[src/rtl/sram_rw_port_arbiter.sv]
// Two-requester arbiter for the read/write port of the 32x256 OpenRAM macro.
// Fixed priority to m0, with a starvation limiter for m1 and a fixed-latency read return path.
module sram_rw_port_arbiter #(
    parameter int AW          = 8,
    parameter int DW          = 32,
    parameter int BURST_LIMIT = 4
) (
    input  logic          clk,
    input  logic          rst,

    input  logic          m0_req,
    input  logic          m0_we,
    input  logic [AW-1:0] m0_addr,
    input  logic [DW-1:0] m0_wdata,
    input  logic [3:0]    m0_wmask,
    output logic          m0_gnt,
    output logic          m0_rvalid,
    output logic [DW-1:0] m0_rdata,

    input  logic          m1_req,
    input  logic          m1_we,
    input  logic [AW-1:0] m1_addr,
    input  logic [DW-1:0] m1_wdata,
    input  logic [3:0]    m1_wmask,
    output logic          m1_gnt,
    output logic          m1_rvalid,
    output logic [DW-1:0] m1_rdata,

    output logic          csb0,
    output logic          web0,
    output logic [3:0]    wmask0,
    output logic [AW-1:0] addr0,
    output logic [DW-1:0] din0,
    input  logic [DW-1:0] dout0
);

    logic [3:0]    starve_cnt_r;
    logic          m0_win_s;
    logic          m1_win_s;
    logic          sel_we_s;
    logic [AW-1:0] sel_addr_s;
    logic [DW-1:0] sel_wdata_s;
    logic [3:0]    sel_wmask_s;

    logic          iss_rd_r;
    logic          iss_id_r;
    logic          s1_rd_r;
    logic          s1_id_r;

    // Grant decision: m1 wins when m0 is idle or m1 has waited BURST_LIMIT m0 grants.
    always_comb begin
        m0_win_s = 1'b0;
        m1_win_s = 1'b0;
        if (rst) begin
            m0_win_s = 1'b0;
            m1_win_s = 1'b0;
        end else if (m1_req && (!m0_req || (starve_cnt_r == 4'(BURST_LIMIT)))) begin
            m1_win_s = 1'b1;
        end else if (m0_req) begin
            m0_win_s = 1'b1;
        end else begin
            m0_win_s = 1'b0;
            m1_win_s = 1'b0;
        end
    end

    assign m0_gnt = m0_win_s;
    assign m1_gnt = m1_win_s;

    // Winner's command fields
    always_comb begin
        sel_we_s    = 1'b0;
        sel_addr_s  = '0;
        sel_wdata_s = '0;
        sel_wmask_s = 4'h0;
        if (m1_win_s) begin
            sel_we_s    = m1_we;
            sel_addr_s  = m1_addr;
            sel_wdata_s = m1_wdata;
            sel_wmask_s = m1_wmask;
        end else begin
            sel_we_s    = m0_we;
            sel_addr_s  = m0_addr;
            sel_wdata_s = m0_wdata;
            sel_wmask_s = m0_wmask;
        end
    end

    // Starvation counter: counts m0 grants taken while m1 is waiting, saturating.
    always_ff @(posedge clk) begin
        if (rst) begin
            starve_cnt_r <= 4'd0;
        end else if (!m1_req || m1_win_s) begin
            starve_cnt_r <= 4'd0;
        end else if (m0_win_s && (starve_cnt_r != 4'hF)) begin
            starve_cnt_r <= starve_cnt_r + 4'd1;
        end else begin
            starve_cnt_r <= starve_cnt_r;
        end
    end

    // Issue stage: registered macro command; address and data hold while idle.
    always_ff @(posedge clk) begin
        if (rst) begin
            csb0     <= 1'b1;
            web0     <= 1'b1;
            wmask0   <= 4'h0;
            addr0    <= '0;
            din0     <= '0;
            iss_rd_r <= 1'b0;
            iss_id_r <= 1'b0;
        end else if (m0_win_s || m1_win_s) begin
            csb0     <= 1'b0;
            web0     <= !sel_we_s;
            wmask0   <= sel_we_s ? sel_wmask_s : 4'h0;
            addr0    <= sel_addr_s;
            din0     <= sel_wdata_s;
            iss_rd_r <= !sel_we_s;
            iss_id_r <= m1_win_s;
        end else begin
            csb0     <= 1'b1;
            web0     <= 1'b1;
            wmask0   <= 4'h0;
            addr0    <= addr0;
            din0     <= din0;
            iss_rd_r <= 1'b0;
            iss_id_r <= iss_id_r;
        end
    end

    // Macro-access stage: tracks the read the macro is performing this cycle.
    always_ff @(posedge clk) begin
        if (rst) begin
            s1_rd_r <= 1'b0;
            s1_id_r <= 1'b0;
        end else begin
            s1_rd_r <= iss_rd_r;
            s1_id_r <= iss_id_r;
        end
    end

    // Return stage: capture dout0 into the owning requester's data register.
    always_ff @(posedge clk) begin
        if (rst) begin
            m0_rvalid <= 1'b0;
            m1_rvalid <= 1'b0;
            m0_rdata  <= '0;
            m1_rdata  <= '0;
        end else begin
            m0_rvalid <= s1_rd_r && !s1_id_r;
            m1_rvalid <= s1_rd_r && s1_id_r;
            if (s1_rd_r && !s1_id_r) begin
                m0_rdata <= dout0;
            end else begin
                m0_rdata <= m0_rdata;
            end
            if (s1_rd_r && s1_id_r) begin
                m1_rdata <= dout0;
            end else begin
                m1_rdata <= m1_rdata;
            end
        end
    end

endmodule

[config.mk]
export PLATFORM = sky130hd
export DESIGN_NAME = sram_rw_port_arbiter
export DESIGN_NICKNAME = d
export VERILOG_FILES = /design/src/rtl/sram_rw_port_arbiter.sv
export SDC_FILE = /design/constraint.sdc
export NUM_CORES = 1
export LEC_CHECK = 0
export CORE_MARGIN = 2
export CORE_UTILIZATION = 25
export DETAILED_ROUTE_END_ITERATION = 8
export SETUP_SLACK_MARGIN = 0.2
export SYNTH_ARGS = -nofsm -noshare
export SYNTH_HDL_FRONTEND = slang
export SYNTH_SLANG_ARGS = --single-unit
[constraint.sdc]
create_clock -name clk -period 2.3 [get_ports clk]
set_input_delay 0.46 -clock clk [delete_from_list [all_inputs] [get_ports clk]]
set_output_delay 0.46 -clock clk [all_outputs]
set_load 0.01 [all_outputs]
# == Yosys cells after proc, flatten, opt, wreduce, memory -nomap -nowiden ==
# Index checks and enable logic that the tools add are counted.
# op_classes
add_sub_neg,1
n_eq_ne,2
mux,10
n_bitwise,2
n_reduce_logical,14
# op_table
cell,count
2-to-1 mux 32 bit,1
2-to-1 mux 8 bit,1
2-to-1 mux 1 bit,7
adder 4 x 1 -> 4 bit (second input constant),1
== test 4 x 3 -> 1 bit (second input constant),1
logical AND 1 bit,4
logical NOT 1 bit,4
2-to-1 mux 4 bit,1
inequality test 4 bit (second input constant),1
OR reduction 2 bit,2
logical OR 1 bit,3
OR reduction 3 bit,1
inverter 1 bit,2
# totals
regBits,120
in_bits,126
out_inout_bits,114
wordCells,43

# == Depth between registers and ports, before layout ==
# depth
word_depth,8
depth_mapped,9

# == Worst setup path after synthesis ==
# Ideal clock, no wire load.
# synth_timing
kind,register -> output
startpoint,reg starve_cnt_r[0]
endpoint,out m1_gnt
arrival_ns,1.213
path_slack_ns,0.627
stages_incl_launch_ff,8
path_buffers,2
path_cell_list,dfxtp_1 -> inv_1 -> ha_1 -> nand3b_1 -> a21o_1 -> buf_6 -> clkinv_4 -> buf_4
# synth_via
elab_chain_len,5
# synth_rtl
item,line,text
start: declaration,37,logic [3:0] starve_cnt_r;
start signal: assignment,96,starve_cnt_r <= starve_cnt_r + 4'd1;
start signal: assignment,98,starve_cnt_r <= starve_cnt_r;
== test 4 x 3 -> 1 bit,57,end else if (m1_req && (!m0_req || (starve_cnt_r == 4'(BURST_LIMIT)))) begin
logical OR 1 bit,57,
logical AND 1 bit,57,
2-to-1 mux 1 bit,57,
2-to-1 mux 1 bit,54,if (rst) begin
end: declaration,25,"output logic m1_gnt,"
# No other way between the ends.

# == Worst setup path in the final report ==
# layout_timing
startpoint,reg starve_cnt_r[0]
endpoint,out m0_gnt
# layout_via
elab_chain_len,5
# layout_rtl
item,line,text
== test 4 x 3 -> 1 bit,57,
logical OR 1 bit,57,
logical AND 1 bit,57,
2-to-1 mux 1 bit,57,
2-to-1 mux 1 bit,54,
end: declaration,16,"output logic m0_gnt,"
# No other way between the ends.

==> PnR_summary.wiki <==
{| class="wikitable"
! Metric !! Value
|-
| Antenna Nets Post-Route || 0
|-
| Total detailed-routing wirelength || around 15 mm
|-
| HP Class || flip-flop to flip-flop
|-
| Number of warnings reported in the yosys synthesis log || 0
|-
| CTS Buf Count || 17
|-
| Standard-cell row count || 50
|-
| Total Nets Final || roughly 930
|-
| Y dimension of the die || 141 µm
|-
| Crit. End Element || output pin
|-
| Post-DR wirelength/cell || approximately 15 µm
|-
| Floorplan Core Area || around 19000 µm²
|-
| Worst-Skew Late Latency || 0.41 ns
|-
| Number of antenna violations at the first check in global routing || 0
|-
| IO Port Bufs || around 240
|-
| First-pass GRT wire length || approximately 24 mm
|-
| Delay-heaviest family, CP || simple AND/OR/NAND/NOR gates
|-
| Leakage power of the design || about 2.8 nW
|-
| Final min period || about 2.0 ns
|-
| Final weighted congestion in routability-driven placement || approximately 0.75
|-
| Total of max-cap violations || 0
|-
| Clk network pwr share || between 40% and 50%
|-
| Count of unique library cells instantiated by Yosys || 35
|-
| Combinational share of power || a little over an eighth
|-
| Setup repair after global routing missed its margin || no
|-
| Post-route clock period utilization || between 80% and 90%
|-
| Number of remaining DRC errors || 0
|-
| Critical path launch point type || flip-flop
|-
| Achievable Freq || roughly 0.50 GHz
|-
| Number of global-route vias before repair || 4477
|-
| Aggregate negative setup slack || 0 ns
|-
| Worst endpoint required time || 1.84 ns
|-
| Maximum fanout count along the critical path || 4
|-
| Clk buf depth || 2
|-
| Detailed-route vias per instance || approximately 4.5
|-
| Global-route usage over all layers || ~15%
|-
| Antenna diode count || 0
|-
| Number of instances in the synthesized netlist || 571
|-
| Synth-to-layout area growth || 68.6%
|-
| Fraction of power spent switching nets || 23.5%
|-
| Final Hold Viols || 0
|-
| Post-detailed-placement half-perimeter wirelength || 10.2 mm
|-
| Clk_skew || a little under 0.01 ns
|-
| Total power of the final layout || ~0.0056 W
|-
| Arrival time of data at the critical path endpoint || between 1.5 and 2 ns
|-
| Power density over cell area || 716 nW/µm²
|-
| Area of the die || about 20000 µm²
|-
| Part of the Yosys area used for sequential elements || 51.4%
|-
| Buffers plus inverters on the worst setup path || 2
|-
| Initial core utilization || approximately 25%
|-
| Drt first pass iters || 4
|-
| Commonest non-fill, non-tap cell in the layout || sky130_fd_sc_hd__clkdlybuf4s50_1
|-
| Deepest level of the CTS H-tree || 4
|-
| Post-synthesis net count || 699
|-
| Fraction of final layout cells with drive strength greater than 1 || about a tenth
|-
| Chip width || around 140 µm
|-
| Clock tree sinks || 120
|-
| Psw || around 0.0013 W
|-
| Commonest cells after routing, fill and taps aside || sky130_fd_sc_hd__clkdlybuf4s50_1, sky130_fd_sc_hd__nand2_1, sky130_fd_sc_hd__dfxtp_1
|-
| Maximum vdd ir drop || between 400 and 500 µV
|-
| CP cell instances || inv_2 -> ha_2 -> and4b_1 -> nor3_2 -> buf_2
|-
| CTS tree || yes
|-
| Status || finished clean
|-
| Slowest cell on the critical path || sky130_fd_sc_hd__dfxtp_4
|-
| Worst Setup Path Type || flip-flop to output pin
|-
| Clock slew at reported path FFs || 0.06 ns
|-
| DRT iter0 DRCs || 193
|-
| Sequential Power Share || roughly two fifths
|-
| Number of ports placed on the die boundary || 240
|-
| Worst hold slack || ~0.44 ns
|-
| Overall overflow remaining after global route || 0
|-
| Internal power contribution || ~0.0043 W
|-
| Pin count of the biggest net entering global routing || slightly below 60
|-
| Root buffer selected by CTS || sky130_fd_sc_hd__clkbuf_16
|-
| Mean instance size in the synthesized netlist || just over 8 µm²
|-
| Max-slew headroom || 58.1%
|-
| # setup viols final || 0
|-
| Pin slew with the least headroom to its limit || 0.628 ns
|-
| Max stage delay on crit path || 0.37 ns
|-
| Final-report max-slew violation count || 0
|-
| Synth Cell Area || about 4700 µm²
|-
| Synthesized flop and latch total || 120
|-
| # fillers || around 1.9k
|-
| Vias || between 4k and 5k
|}
layer usage:
metal | global-route usage, % | vias up | share of wire (%)
met2 | 25.2 | 161 | 48
li1 | - | 2363 | -
met5 | 0 | - | 0
met1 | 17.9 | 2158 | 44
met3 | 5.84 | 10 | 7.5
met4 | 4.32 | 0 | 0.94
synth_stat cells, drive strengths merged:
master | n | area, µm²
and3 | 1 | 6.26
clkbuf | 27 | 101
a21oi | 68 | 340
a2111oi | 1 | 8.76
a41oi | 1 | 8.76
inv | 28 | 105
nor3 | 1 | 10.0
nor3b | 1 | 7.51
and2 | 2 | 12.5
a211oi | 1 | 7.51
a311oi | 17 | 224
a21o | 1 | 7.51
mux2i | 2 | 20.0
nand2 | 186 | 723
and4b | 1 | 10.0
or4 | 1 | 11.3
o21ai | 1 | 5.00
o311ai | 23 | 201
or3b | 1 | 8.76
buf | 18 | 106
clkinv | 1 | 8.76
nand2b | 4 | 25.0
xnor2 | 1 | 8.76
ha | 2 | 25.0
nor2b | 2 | 12.5
nand3b | 1 | 7.51
nand3 | 32 | 160
dfxtp | 120 | 2400
nor2 | 26 | 97.6
worst paths after layout:
path,start,end,slack (ns),depth (start not counted)
setup reg to reg,starve_cnt_r[0]$_SDFFE_PP0P_,addr0[7]$_SDFFE_PP0N_,0.36,8
hold reg to reg,iss_id_r$_SDFFE_PP0N_,s1_id_r$_SDFF_PP0_,0.44,2
setup / recovery,starve_cnt_r[0]$_SDFFE_PP0P_,m0_gnt,0.30,5
hold / removal,iss_id_r$_SDFFE_PP0N_,s1_id_r$_SDFF_PP0_,0.44,2
power by group through the flow:
stage	Clock (W)	Combinational, W	Sequential [W]
5_1_grt	0.00285	0.000810	0.00224
2_1_floorplan	0	0.000228	0.00231
3_5_place_dp	0	0.000759	0.00227
4_1_cts	0.00275	0.000760	0.00223
6_report	0.00267	0.000749	0.00223
3_3_place_gp	0	0.000757	0.00227
stage by stage:
step           setup WS (ns)  area (µm²)  std cells  util, %
2_1_floorplan          0.627        4670        571        -
5_1_grt                0.202        7880       1046     42.5
3_3_place_gp         -0.0629        7280       1013     39.3
6_report               0.302        7880       1046     42.5
3_5_place_dp         -0.0829        7280       1013     39.3
4_1_cts                0.241        7860       1044     42.4
registers in the layout, summed over array words and instances (netlist names):
register,cells
addr0,8
csb0,1
din0,32
iss_id_r,1
iss_rd_r,1
m0_rdata,32
m0_rvalid,1
m1_rdata,32
m1_rvalid,1
s1_id_r,1
s1_rd_r,1
starve_cnt_r,4
web0,1
wmask0,4
timing repair:
| action | in CTS | in global routing |
|---|---|---|
| setup endpoints to repair | 2 | 3 |
| setup buffers | 0 | 2 |
| cloned | 0 | 0 |
| hold buffers | 0 | 0 |
| gates resized for setup | 10 | 4 |
| pin swaps | 1 | 2 |
layout make-up:
type	count	area [µm²]	share of cell area (%)
Multi-Input combinational cell	377	1960	24.9
Inverter	29	114	1.45
Timing Repair Buffer	255	2510	31.9
Clock inverter	11	150	1.91
Sequential cell	120	2410	30.6
Clock buffer	20	437	5.54
Tap cell	234	293	3.72
worst register-to-register path, cell delays in order, from the launching register on:
cell                       delay (ns)
sky130_fd_sc_hd__dfxtp_4         0.36
sky130_fd_sc_hd__inv_2           0.06
sky130_fd_sc_hd__ha_2            0.18
sky130_fd_sc_hd__nand3b_1        0.09
sky130_fd_sc_hd__a21o_1          0.22
sky130_fd_sc_hd__clkinv_4        0.05
sky130_fd_sc_hd__buf_4           0.48
sky130_fd_sc_hd__nand2_1         0.15
sky130_fd_sc_hd__a311oi_2        0.26
kinds of logic after synthesis:
group,count (synthesis),share of synthesized area (%)
flops,120,51.4
simple gates,259,23.4
compound gates,113,17.2
fa+ha+maj,2,0.535
mux,2,0.428
buf+inv,74,6.88
xor+xnor,1,0.187
(Power assumes the default switching activity.)
